File: src/rtl/bcd_down_timer.sv
// rtl/bcd_down_timer.sv - loadable multi-digit BCD countdown timer with done pulse
module bcd_down_timer #(
  parameter int DIGITS = 4,
  parameter int TOP    = 9
) (
  input  logic                clk,
  input  logic                reset,
  input  logic                tick,
  input  logic                load,
  input  logic [4*DIGITS-1:0] load_val,
  input  logic                start,
  input  logic                stop,
  output logic [4*DIGITS-1:0] q,
  output logic                running,
  output logic                done,
  output logic [1:0]          state
);

  localparam int W = 4 * DIGITS;
  localparam logic [3:0] TOP_D = 4'(TOP);

  typedef enum logic [1:0] {
    IDLE  = 2'b00,
    RUN   = 2'b01,
    PAUSE = 2'b10,
    DONE  = 2'b11
  } state_t;

  state_t          st;
  logic [W-1:0]    load_clamped;
  logic [W-1:0]    q_dec;
  logic [DIGITS-1:0] borrow;
  logic            q_zero;
  logic            q_one;

  // Digit 0 always takes the borrow; the chain stops at the first non-zero digit.
  assign borrow[0] = 1'b1;

  generate
    for (genvar i = 0; i < DIGITS; i++) begin : g_digit
      logic [3:0] d_cur;
      logic [3:0] d_ld;

      assign d_cur = q[4*i +: 4];
      assign d_ld  = load_val[4*i +: 4];

      // Out-of-range preset digits saturate at TOP so q always stays legal.
      assign load_clamped[4*i +: 4] = (d_ld > TOP_D) ? TOP_D : d_ld;

      // A borrowed-from zero digit wraps to TOP; otherwise it simply decrements.
      assign q_dec[4*i +: 4] = !borrow[i]        ? d_cur :
                               (d_cur == 4'd0)   ? TOP_D :
                                                   d_cur - 4'd1;

      if (i < DIGITS - 1) begin : g_chain
        assign borrow[i+1] = borrow[i] && (d_cur == 4'd0);
      end
    end
  endgenerate

  // Terminal detection looks at the pre-decrement value so done lands on the zeroing edge.
  assign q_zero = (q == '0);
  assign q_one  = (q == W'(1));

  assign state = st;

  // Control FSM: priority stop > load > start > tick; all outputs registered here.
  always_ff @(posedge clk or posedge reset) begin
    if (reset) begin
      st      <= IDLE;
      q       <= '0;
      running <= 1'b0;
      done    <= 1'b0;
    end else begin
      done <= 1'b0;
      case (st)
        IDLE: begin
          if (stop) begin
            // stop has nothing to abort while idle
          end else if (load) begin
            q <= load_clamped;
          end else if (start) begin
            if (q_zero) begin
              st   <= DONE;
              done <= 1'b1;
            end else begin
              st      <= RUN;
              running <= 1'b1;
            end
          end
        end
        RUN: begin
          if (stop) begin
            st      <= PAUSE;
            running <= 1'b0;
          end else if (tick) begin
            if (q_one) begin
              q       <= '0;
              st      <= DONE;
              running <= 1'b0;
              done    <= 1'b1;
            end else begin
              q <= q_dec;
            end
          end
        end
        PAUSE: begin
          if (stop) begin
            st <= IDLE;
          end else if (load) begin
            q <= load_clamped;
          end else if (start) begin
            st      <= RUN;
            running <= 1'b1;
          end
        end
        DONE: begin
          if (load) begin
            q  <= load_clamped;
            st <= IDLE;
          end
        end
        default: begin
          st      <= IDLE;
          running <= 1'b0;
        end
      endcase
    end
  end

endmodule

File: config.mk
export PLATFORM = sky130hd
export DESIGN_NAME = bcd_down_timer
export DESIGN_NICKNAME = d
export VERILOG_FILES = /design/src/rtl/bcd_down_timer.sv
export SDC_FILE = /design/constraint.sdc
export NUM_CORES = 1
export LEC_CHECK = 0
export ABC_AREA = 1
export CORE_MARGIN = 5
export CORE_UTILIZATION = 45
export DETAILED_ROUTE_END_ITERATION = 10
export GPL_TIMING_DRIVEN = 0
export PLACE_DENSITY = 0.82
export SYNTH_ARGS = -nofsm -noshare
export SYNTH_HDL_FRONTEND = slang
export SYNTH_SLANG_ARGS = --single-unit
File: constraint.sdc
create_clock -name clk -period 2.85 [get_ports clk]
set_clock_uncertainty 0.1 [all_clocks]
set_input_delay 0.7125 -clock clk [delete_from_list [all_inputs] [get_ports clk]]
set_output_delay 0.7125 -clock clk [all_outputs]
set_load 0.01 [all_outputs]
**After elaboration in Yosys (flattened, before gate mapping)**

Index checks and enable logic that the tools add are counted.

- Bits in registers: 20
- Input bits: 22

- $add $sub $neg: 4
- $lt $le $gt $ge: 4
- Eq/ne operators: 22
- Mux-type cells: 48
- Reduce and logical (&&, ||, !) cells: 16

Operators by type and width:

| kind | count |
|---|---|
| two-way mux 16 bit | 5 |
| case mux 16 bit (3 select lines) | 1 |
| two-way mux 4 bit | 11 |
| two-way mux 2 bit | 11 |
| inequality test 2 bit (second input constant) | 11 |
| inequality test 3 bit (second input constant) | 7 |
| two-way mux 1 bit | 17 |
| == test 16 x 1 -> 1 bit (second input constant) | 1 |
| greater-than comparator 4 bit (second input constant) | 4 |
| zero test 16 bit | 1 |
| zero test 4 bit | 4 |
| subtractor 4 x 1 -> 4 bit (second input constant) | 4 |
| AND reduction 4 bit | 3 |
| AND reduction 10 bit | 1 |
| case mux 2 bit (4 select lines) | 1 |
| AND reduction 8 bit | 1 |
| == test 2 bit (second input constant) | 2 |
| case mux 1 bit (3 select lines) | 1 |
| AND reduction 3 bit | 1 |
| nonzero test 3 bit | 1 |
| == test 2 x 1 -> 1 bit (second input constant) | 1 |
| logical AND 1 bit | 2 |
| zero test 2 bit | 1 |
| case mux 1 bit (2 select lines) | 1 |
| OR reduction 2 bit | 1 |

**Longest topological paths before layout**

Gate-level depths: netlist (run 1).

- Word-level depth: 8
- Mapped depth: 10

**Least setup slack after synthesis (run 1)**

Ideal clock, no wire load.

- Path type: register to register
- Start point: reg q[12]
- End point: reg st[0], in the netlist state[0]
- Setup time: 123 ps
- Arrival time: 1382 ps
- Slack: 1245 ps
- Cell stages (with the launch flop): 10
- Cells stage by stage: dfrtp_1 inv_1 ha_1 nand3_2 nor2_4 nand3_1 nand2_1 nand3_2 nand2_1 o21ai_1

- Word-level cells in the longest chain between the ends: 3

Ends and longest elaborated chain:

| element | RTL line | text |
|---|---|---|
| start, declared | 13 | `output logic [4*DIGITS-1:0] q,` |
| start signal, assigned | 81 | `q <= load_clamped;` |
| start signal, assigned | 103 | `q <= q_dec;` |
| start signal, assigned | 111 | `q <= load_clamped;` |
| == test 16 x 1 -> 1 bit | 63 | `assign q_one = (q == W'(1));` |
| inequality test 3 bit (no line) | - |  |
| AND reduction 8 bit (no line) | - |  |
| end signal, assigned | 70 | `st <= IDLE;` |
| end signal, assigned | 84 | `st <= DONE;` |
| end signal, assigned | 87 | `st <= RUN;` |
| end, declared | 29 | `state_t st;` |

No other way between the ends.
A chain may end at the register's enable or synchronous reset.

**Final worst setup path (run 1)**

- Start point: reg q[6]
- End point: out q[6]

No word-level cell between the ends.

==> results.yml, run 1 <==
clocking:
  clock_latency_ns: 0.31
  hold_buffers: 0
  clk_path_buf_depth: 2
  numCtsBuffers: 3
  cts_tree: "yes"
  clkSinkCount: 20
  postCtsSetupRepairBufs: 0
  cts-resized-gates: 0
  path_clk_slew_ns: 0.12
  h-tree-depth: 1
  cts_root_buf: "clkbuf_4"
layout:
  final_cells: 310
  layout-area-overhead-vs-synth_pct: 32.1
  drive_gt1_frac: 0.152
  finalNetCount: 294
  fillers: 344
  n_antenna_cell: 0
hold_path:
  min_from: "running"
  hold_class: "flop to flop"
power:
  finalPower_uw: 2180
  power.density_mw_per_mm2: 1050
  p_int_uw: 1130
  sw_frac_of_total: 0.480
  p_leak_uw: 0.00100
  p_clk_frac: 0.080
  vdd_drop_max_mv: 0.518
  power.switching_uw: 1050
  pwr-share-seq: 0.252
  p_comb_frac: 0.668
worst_setup_path:
  crit_chain: "clkdlybuf4s50_1"
  critPathCaptureType: "output port"
  cp-startpoint: "q[6]"
  crit_buf_inv: 1
  critPathKind: "flop to output port"
  cpPeakStageDelay_ns: 0.59
  reg2reg_slack_ns: 1.07
  crit_arrival_ns: 1.40
  cp_max_fo: 5
  crit_family: "buffers and inverters"
  crit_path_start_kind: "flop"
  timing.rr.start: "q[12]"
  cp.required_ns: 2.04
  crit_slowest_cell: "clkdlybuf4s50_1"
die:
  start_util: 0.468
  die_x_um: 69.1
  die_y_um: 69.1
  rows: 21
  die_area_mm2: 0.00478
  core_mm2: 0.00336
  io_pins: 42
place:
  dp.cells: 306
  dp_hpwl_um: 2940
  gp_congestion: 0.896
  io_buffers: 41
  pre_cts_slack_ns: 0.668
global_routing:
  antenna_found_initial: 0
  grt_pass1_vias: 1541
  grt.total_usage: 0.162
  grt_max_degree: 21
  grt_overflow_total: 0
  grt_pass1_wl_um: 6650
sta:
  period_needed_ns: 2.21
  setup_viol: 0
  slew-limit-headroom: 0.449
  drv_slew: 0
  finalCritPeriodShare: 0.775
  fin_ws_ns: 0.642
  rsz0062_at_grt: "false"
  tightestPinTransition_ns: 0.825
  setup-tns-final_ns: 0
  hold_slack_ns: 0.395
  fmax_mhz: 453
  finalHoldViolCount: 0
flow_run:
  drv_cap: 0
synth:
  yosys_warnings: 0
  ys.flop_type: "dfrtp_1"
  synth_most_common_cell: "nand2_1"
  ys_top_cells_by_area: "dfrtp_1 (32%), nand2_1 (14%), nand3_1 (6.0%)"
  syn_area_mm2: 0.00157
  yosysTopAreaCellShare: 0.318
  synth-edff-count: 0
  synth_common_cells: "nand2_1 (57), inv_1 (22), dfrtp_1 (20)"
  synth_area_per_cell_um2: 7.18
  post-synth-top-area-cell: "dfrtp_1"
  syn_nets: 248
  yosysSeqAreaShare: 0.318
  synthArstFlopShare: 1.00
  ys_seq_elements: 20
  synth_cells: 219
  netlist-cell-type-count: 33
routing:
  ant_nets: 0
  vias: 1567
  drcViolationCount: 0
  vias_per_cell: 5.05
  wire_per_inst_um: 12.1
  drt_first_pass_iters: 4
  routed_wl_um: 3770
  drt_iter0_markers: 57
run_status:
  status: "finished clean"
through the flow:
stage,utilization,area (um^2)
2_1_floorplan,-,1570
3_3_place_gp,0.607,2040
3_5_place_dp,0.607,2040
4_1_cts,0.618,2080
5_1_grt,0.618,2080
6_report,0.618,2080
cells in the final DEF, fill, tap and decap left out:
cell type        count
a22oi_1              1
nor2_1              17
buf_4                1
inv_1               22
a21oi_1              4
nor3_1               1
or2_2                1
nor2_4               4
a31oi_1              4
nor2_2               1
clkinv_4             1
xor2_1               2
clkbuf_4             3
o2bb2ai_1            1
a32oi_1              1
and3_1               1
dfrtp_1             20
o21ai_2              3
nand3b_2             1
o22ai_1              4
o21ai_1              7
o21ai_0             10
clkdlybuf4s50_1     41
o21a_1               1
clkbuf_8             1
nand2_4              4
nand3_1             19
xnor2_1              2
ha_1                 7
inv_4                1
buf_2                1
nand2_2              4
nand4_1              2
nand3_2              6
inv_2                8
nand2_1             57
layout make-up:
cell class | count | area (um^2) | share of cell area
Multi-Input combinational cell | 165 | 932 | 0.449
Sequential cell | 20 | 500 | 0.241
Timing Repair Buffer | 41 | 410 | 0.198
Inverter | 32 | 128 | 0.0614
Tap cell | 46 | 57.6 | 0.0277
Clock buffer | 4 | 36.3 | 0.0175
Buffer | 2 | 12.5 | 0.00602
power by group through the flow:
stage / clock [uW] / sequential, uW / combinational [uW]
final: 174 / 549 / 1450
after CTS: 177 / 550 / 1460
after floorplan: 0 / 591 / 946
after detailed placement: 0 / 555 / 1460
after global placement: 0 / 552 / 1420
after global routing: 193 / 572 / 1630
flip-flops by register name (all words and copies together) (netlist names):
name and cells:
running 1, state 2, q 16, done 1
path summary, 6_finish.rpt:
check                               end  cells after the start
min in group asynchronous         q[15]                      2
max in group asynchronous          q[2]                      2
worst min register to register  running                      2
worst max-delay path               q[6]                      1
worst min-delay path            running                      2
worst max register to register     q[4]                     10
kinds of logic (layout without fill, tap and decap cells):
group / after synthesis / after routing / share of synthesized area
simple gates: 118 / 118 / 0.379
compound gates: 36 / 36 / 0.136
buf+inv: 34 / 79 / 0.0891
flops: 20 / 20 / 0.318
fa+ha+maj: 7 / 7 / 0.0557
xor+xnor: 4 / 4 / 0.0223
per-layer routing:
layer	part of all wire	wire [um]	global-route usage
met3	0.037	141	0.0218
met5	0	0	0
met1	0.46	1750	0.212
met2	0.49	1840	0.282
met4	0.011	40	0.0390
Power figures use the tool's default switching activity.
==> run 2, diff against run 1 <==
--- a/config.mk
+++ b/config.mk
@@ -7,10 +7,10 @@
 export LEC_CHECK = 0
 export ABC_AREA = 1
 export CORE_MARGIN = 5
-export CORE_UTILIZATION = 45
+export CORE_UTILIZATION = 44
 export DETAILED_ROUTE_END_ITERATION = 10
 export GPL_TIMING_DRIVEN = 0
-export PLACE_DENSITY = 0.82
+export PLACE_DENSITY = 0.84
 export SYNTH_ARGS = -nofsm -noshare
 export SYNTH_HDL_FRONTEND = slang
 export SYNTH_SLANG_ARGS = --single-unit
==> constraint.sdc (replaced) <==
create_clock -name clk -period 1.8 [get_ports clk]
set_clock_uncertainty 0.1 [all_clocks]
set_input_delay 0.45 -clock clk [delete_from_list [all_inputs] [get_ports clk]]
set_output_delay 0.45 -clock clk [all_outputs]
set_load 0.01 [all_outputs]
==> run 2 against run 1 <==
Against the previous run:
- setup slack got worse by 0.62 ns
- power increased by 69%
- register-to-register slack got worse by 0.97 ns
- final cell count increased by 4.8%
- clock power up 56%
- combinational power rose by 81%
- die area rose by 1.9%
- critical path depth is the same
- utilization up 4.8 points
- first-iteration DRC count increased by 42%
==> results.yml, run 2 (synthesis results as in run 1) <==
routing:
  vias: 1672
  routed_wl_um: 3960
  drt_first_pass_iters: 4
  drt_iter0_markers: 81
  wire_per_inst_um: 12.2
  ant_nets: 0
  drcViolationCount: 0
  vias_per_cell: 5.14
power:
  p_comb_frac: 0.711
  sw_frac_of_total: 0.475
  vdd_drop_max_mv: 0.821
  pwr-share-seq: 0.215
  p_leak_uw: 0.00122
  finalPower_uw: 3690
  p_int_uw: 1940
  p_clk_frac: 0.073
  power.switching_uw: 1750
  power.density_mw_per_mm2: 1630
global_routing:
  grt_overflow_total: 0
  grt_max_degree: 21
  antenna_found_initial: 0
  grt.total_usage: 0.164
  grt_pass1_wl_um: 6870
  grt_pass1_vias: 1601
clocking:
  h-tree-depth: 1
  numCtsBuffers: 3
  clkSinkCount: 20
  clock_latency_ns: 0.30
  hold_buffers: 0
  cts_root_buf: "clkbuf_4"
  path_clk_slew_ns: 0.12
  cts_tree: "yes"
  clk_path_buf_depth: 2
place:
  pre_cts_slack_ns: -0.0806
  dp_hpwl_um: 2880
  gp_congestion: 0.836
  io_buffers: 41
  dp.cells: 306
worst_setup_path:
  critPathCaptureType: "output port"
  crit_path_start_kind: "flop"
  crit_buf_inv: 1
  cp-startpoint: "q[6]"
  cp_max_fo: 2
  timing.rr.start: "q[12]"
  crit_arrival_ns: 1.23
  crit_chain: "clkdlybuf4s50_1"
  crit_family: "buffers and inverters"
  cpPeakStageDelay_ns: 0.53
  crit_slowest_cell: "clkdlybuf4s50_1"
  cp.required_ns: 1.25
  critPathKind: "flop to output port"
sta:
  hold_slack_ns: 0.391
  tightestPinTransition_ns: 0.813
  finalCritPeriodShare: 0.988
  period_needed_ns: 1.78
  drv_slew: 0
  fin_ws_ns: 0.0210
  fmax_mhz: 562
  setup_viol: 0
  finalHoldViolCount: 0
  setup-tns-final_ns: 0
  slew-limit-headroom: 0.457
layout:
  layout-area-overhead-vs-synth_pct: 43.4
  largest_reg_flops: 16
  n_antenna_cell: 0
  top_register: "q"
  finalNetCount: 309
  drive_gt1_frac: 0.240
  regArea_um2: 505
  fillers: 283
  final_cell_mix: "nand2_1 (57), clkdlybuf4s50_1 (26), nand3_1 (19), inv_1 (17), nor2_1 (17)"
  final_cells: 325
  final_common_cell: "nand2_1"
  multiInputGateArea_um2: 967
die:
  io_pins: 42
  rows: 21
  start_util: 0.464
  die_y_um: 69.8
  die_area_mm2: 0.00487
  core_mm2: 0.00339
  die_x_um: 69.8
hold_path:
  min_from: "running"
  hold_class: "flop to flop"
run_status:
  status: "finished clean"
flow_run:
  drv_cap: 0
-- run 2: cell count changes in the layout (fill, tap and decap cells not counted), moves of 4 or more --
cell,delta
buf_4,+15
clkdlybuf4s50_1,-15
inv_1,-5
dlymetal6s2s_1,+12
inv_2,+5
dfrtp_1,-4
dfrtp_2,+4
-- run 2: power groups by stage --
stage	Clock [uW]	Sequential [uW]	Combinational, uW
detailed placement	0	877	2300
finish	271	794	2620
CTS	272	792	2530
global route	290	824	2940
global placement	0	874	2250
floorplan	0	936	1500
-- run 2: cell type report --
class                   instances  share of cell area
well taps                      46              0.0255
plain buffers                   2             0.00555
multi-input cells             165               0.429
flip-flops and latches         20               0.224
repair buffers                 56               0.243
inverters                      32              0.0566
clock buffers                   4              0.0161
-- run 2: what timing repair did --
action / in CTS / in global routing
pin swaps: 0 / 3
gates resized for setup: 7 / 24
buffers inserted: 10 / 5
endpoints found under the setup margin: 12 / 28
-- run 2: worst reg2reg max path: cells and delay by family, from the launching register on --
kind / cells / cell delay, ns
AND/OR/NAND/NOR: 6 / 0.71
flip-flops: 1 / 0.42
buffers and inverters: 2 / 0.18
adder cells (fa/ha/maj): 1 / 0.16
AO/OA/AOI/OAI: 1 / 0.06
-- run 2: layer usage --
layer	share of wire	up-vias	global-route usage	wire (um)
met5	0	-	0	0
met4	0.0073	0	0.0404	29
met3	0.040	4	0.0261	157
met2	0.51	33	0.301	2010
met1	0.45	793	0.198	1770
li1	-	842	-	-
-- run 2: final timing paths --
| check | to | slack, ns | cells after the start |
|---|---|---|---|
| max | q[6] | 0.02 | 1 |
| max in group asynchronous | state[1] | 0.56 | 2 |
| min reg2reg | running | 0.39 | 2 |
| max reg2reg | q[14] | 0.10 | 10 |
| min in group asynchronous | q[15] | 0.48 | 2 |
| min | running | 0.39 | 2 |
-- run 2: stage by stage --
stage / util / instance area (um^2)
after detailed placement: 0.602 / 2040
final: 0.666 / 2260
after floorplan: - / 1570
after CTS: 0.635 / 2150
after global placement: 0.602 / 2040
after global routing: 0.666 / 2260
==> run 3, diff against run 2 <==
==> constraint.sdc (replaced) <==
create_clock -name clk -period 1.8 [get_ports clk]
set_clock_uncertainty 0.1 [all_clocks]
set_input_delay 0.45 -clock clk [delete_from_list [all_inputs] [get_ports clk]]
set_output_delay 0.45 -clock clk [all_outputs]
set_load 0.05 [all_outputs]
==> run 3 against run 2 <==
Against the previous run:
- fmax up 1.3%
- clock power is 41% higher
- die area stayed put
- first-iteration DRC count up 86%
- final cell count decreased by 4.0%
- register-to-register slack is essentially flat
- hold slack got worse by 0.00052 ns
- combinational power is 11% higher
- setup slack better by 0.024 ns
- via count fell by 3.9%
- highest routed layer unchanged
==> results.yml, run 3 (synthesis results as in run 1) <==
run_status:
  status: "finished clean"
worst_setup_path:
  r2r_cells: 10
  cpPeakStageDelay_ns: 0.50
  critPathKind: "flop to output port"
  crit_family: "buffers and inverters"
  timing.rr.start: "q[0]"
  crit_chain: "clkdlybuf4s15_1"
  crit_path_start_kind: "flop"
  cp.depth: 1
  reg2reg_slack_ns: 0.10
  crit_buf_inv: 1
  crit_arrival_ns: 1.21
  cp_max_fo: 2
  crit_slowest_cell: "clkdlybuf4s15_1"
  cp.required_ns: 1.25
  critPathCaptureType: "output port"
  worst_r2r_endpoint: "q[12]"
layout:
  final_common_cell: "nand2_1"
  final_util: 0.629
  top_register: "q"
  largest_reg_flops: 16
  layout-area-overhead-vs-synth_pct: 35.5
  n_antenna_cell: 0
  finalNetCount: 296
  final_cells: 312
  drive_gt1_frac: 0.274
  final_cell_mix: "nand2_1 (56), clkdlybuf4s50_1 (21), nand3_1 (19), inv_1 (18), nor2_1 (17)"
routing:
  ant_nets: 0
  drcViolationCount: 0
  vias: 1607
  drt_first_pass_iters: 4
  vias_per_cell: 5.15
  routed_wl_um: 4020
  wire_per_inst_um: 12.9
  drt_iter0_markers: 151
clocking:
  clk_path_buf_depth: 2
  path_clk_slew_ns: 0.13
  clock_latency_ns: 0.32
  h-tree-depth: 1
  cts_tree: "yes"
  numCtsBuffers: 3
  clkSinkCount: 20
  cts_root_buf: "clkbuf_4"
power:
  power.density_mw_per_mm2: 1970
  p_leak_uw: 0.00103
  vdd_drop_max_mv: 0.764
sta:
  period_needed_ns: 1.76
  finalHoldViolCount: 0
  setup_viol: 0
  finalCritPeriodShare: 0.975
  slew-limit-headroom: 0.472
  drv_slew: 0
  hold_slack_ns: 0.390
  tightestPinTransition_ns: 0.791
  fmax_mhz: 570
place:
  io_buffers: 41
  dp_hpwl_um: 2970
  dp.cells: 306
  gp_congestion: 0.902
die:
  die_y_um: 69.8
  core_mm2: 0.00339
  die_x_um: 69.8
  io_pins: 42
  start_util: 0.464
  die_area_mm2: 0.00487
  rows: 21
global_routing:
  grt_overflow_total: 0
  grt_pass1_vias: 1533
  antenna_found_initial: 0
  grt_max_degree: 21
  grt_pass1_wl_um: 6640
  grt.total_usage: 0.163
hold_path:
  hold_class: "flop to flop"
  min_from: "running"
  hold-path-cell-count: 2
  holdPathEnd: "running"
flow_run:
  drv_cap: 0
[run 3: worst max-delay path by stage]
| stage | startpoint | to | slack, ns |
|---|---|---|---|
| after floorplan | q[12] | state[0] | 0.06 |
| after global placement | stop | q[12] | -0.1 |
| after detailed placement | stop | q[12] | -0.12 |
| after CTS | q[9] | q[9] | 0.002 |
| after global routing | q[12] | q[12] | -0.0004 |
| final | q[1] | q[1] | 0.04 |
[run 3: layer usage]
metal | part of all wire | track usage
met1 | 0.43 | 0.194
met2 | 0.50 | 0.291
met3 | 0.054 | 0.0377
met4 | 0.013 | 0.0426
met5 | 0 | 0
[run 3: per-stage QoR]
stage                      TNS (ns)  setup slack [ns]  cell area, um^2  total power (uW)
after CTS                         0           0.00160             2100              4090
after detailed placement      -1.41            -0.123             2050              3800
final                             0            0.0446             2130              4190
after global routing      -0.000438         -0.000438             2130              4520
after global placement        -1.11           -0.0969             2050              3730
after floorplan                   0            0.0573             1580              3030
[run 3: what timing repair did]
action                                  4_1_cts  5_1_grt
pin swaps                                     0        2
hold buffers                                  0        0
setup buffers                                 0        2
cloned                                        0        0
resized for setup                            41       32
endpoints found under the setup margin       20       27
[run 3: power by group]
part	switching, uW	internal (uW)	total, uW
logic	1970	955	2920
clock network	156	225	381
registers	224	664	888
[run 3: final cells by class]
type	count	area, um^2
tap	46	57.6
clock inverter	1	30.0
clock buffer	3	22.5
buffer	2	12.5
sequential	20	510
timing repair buffer	43	393
multi-input combinational	165	977
inverter	32	128
fill	303	1260
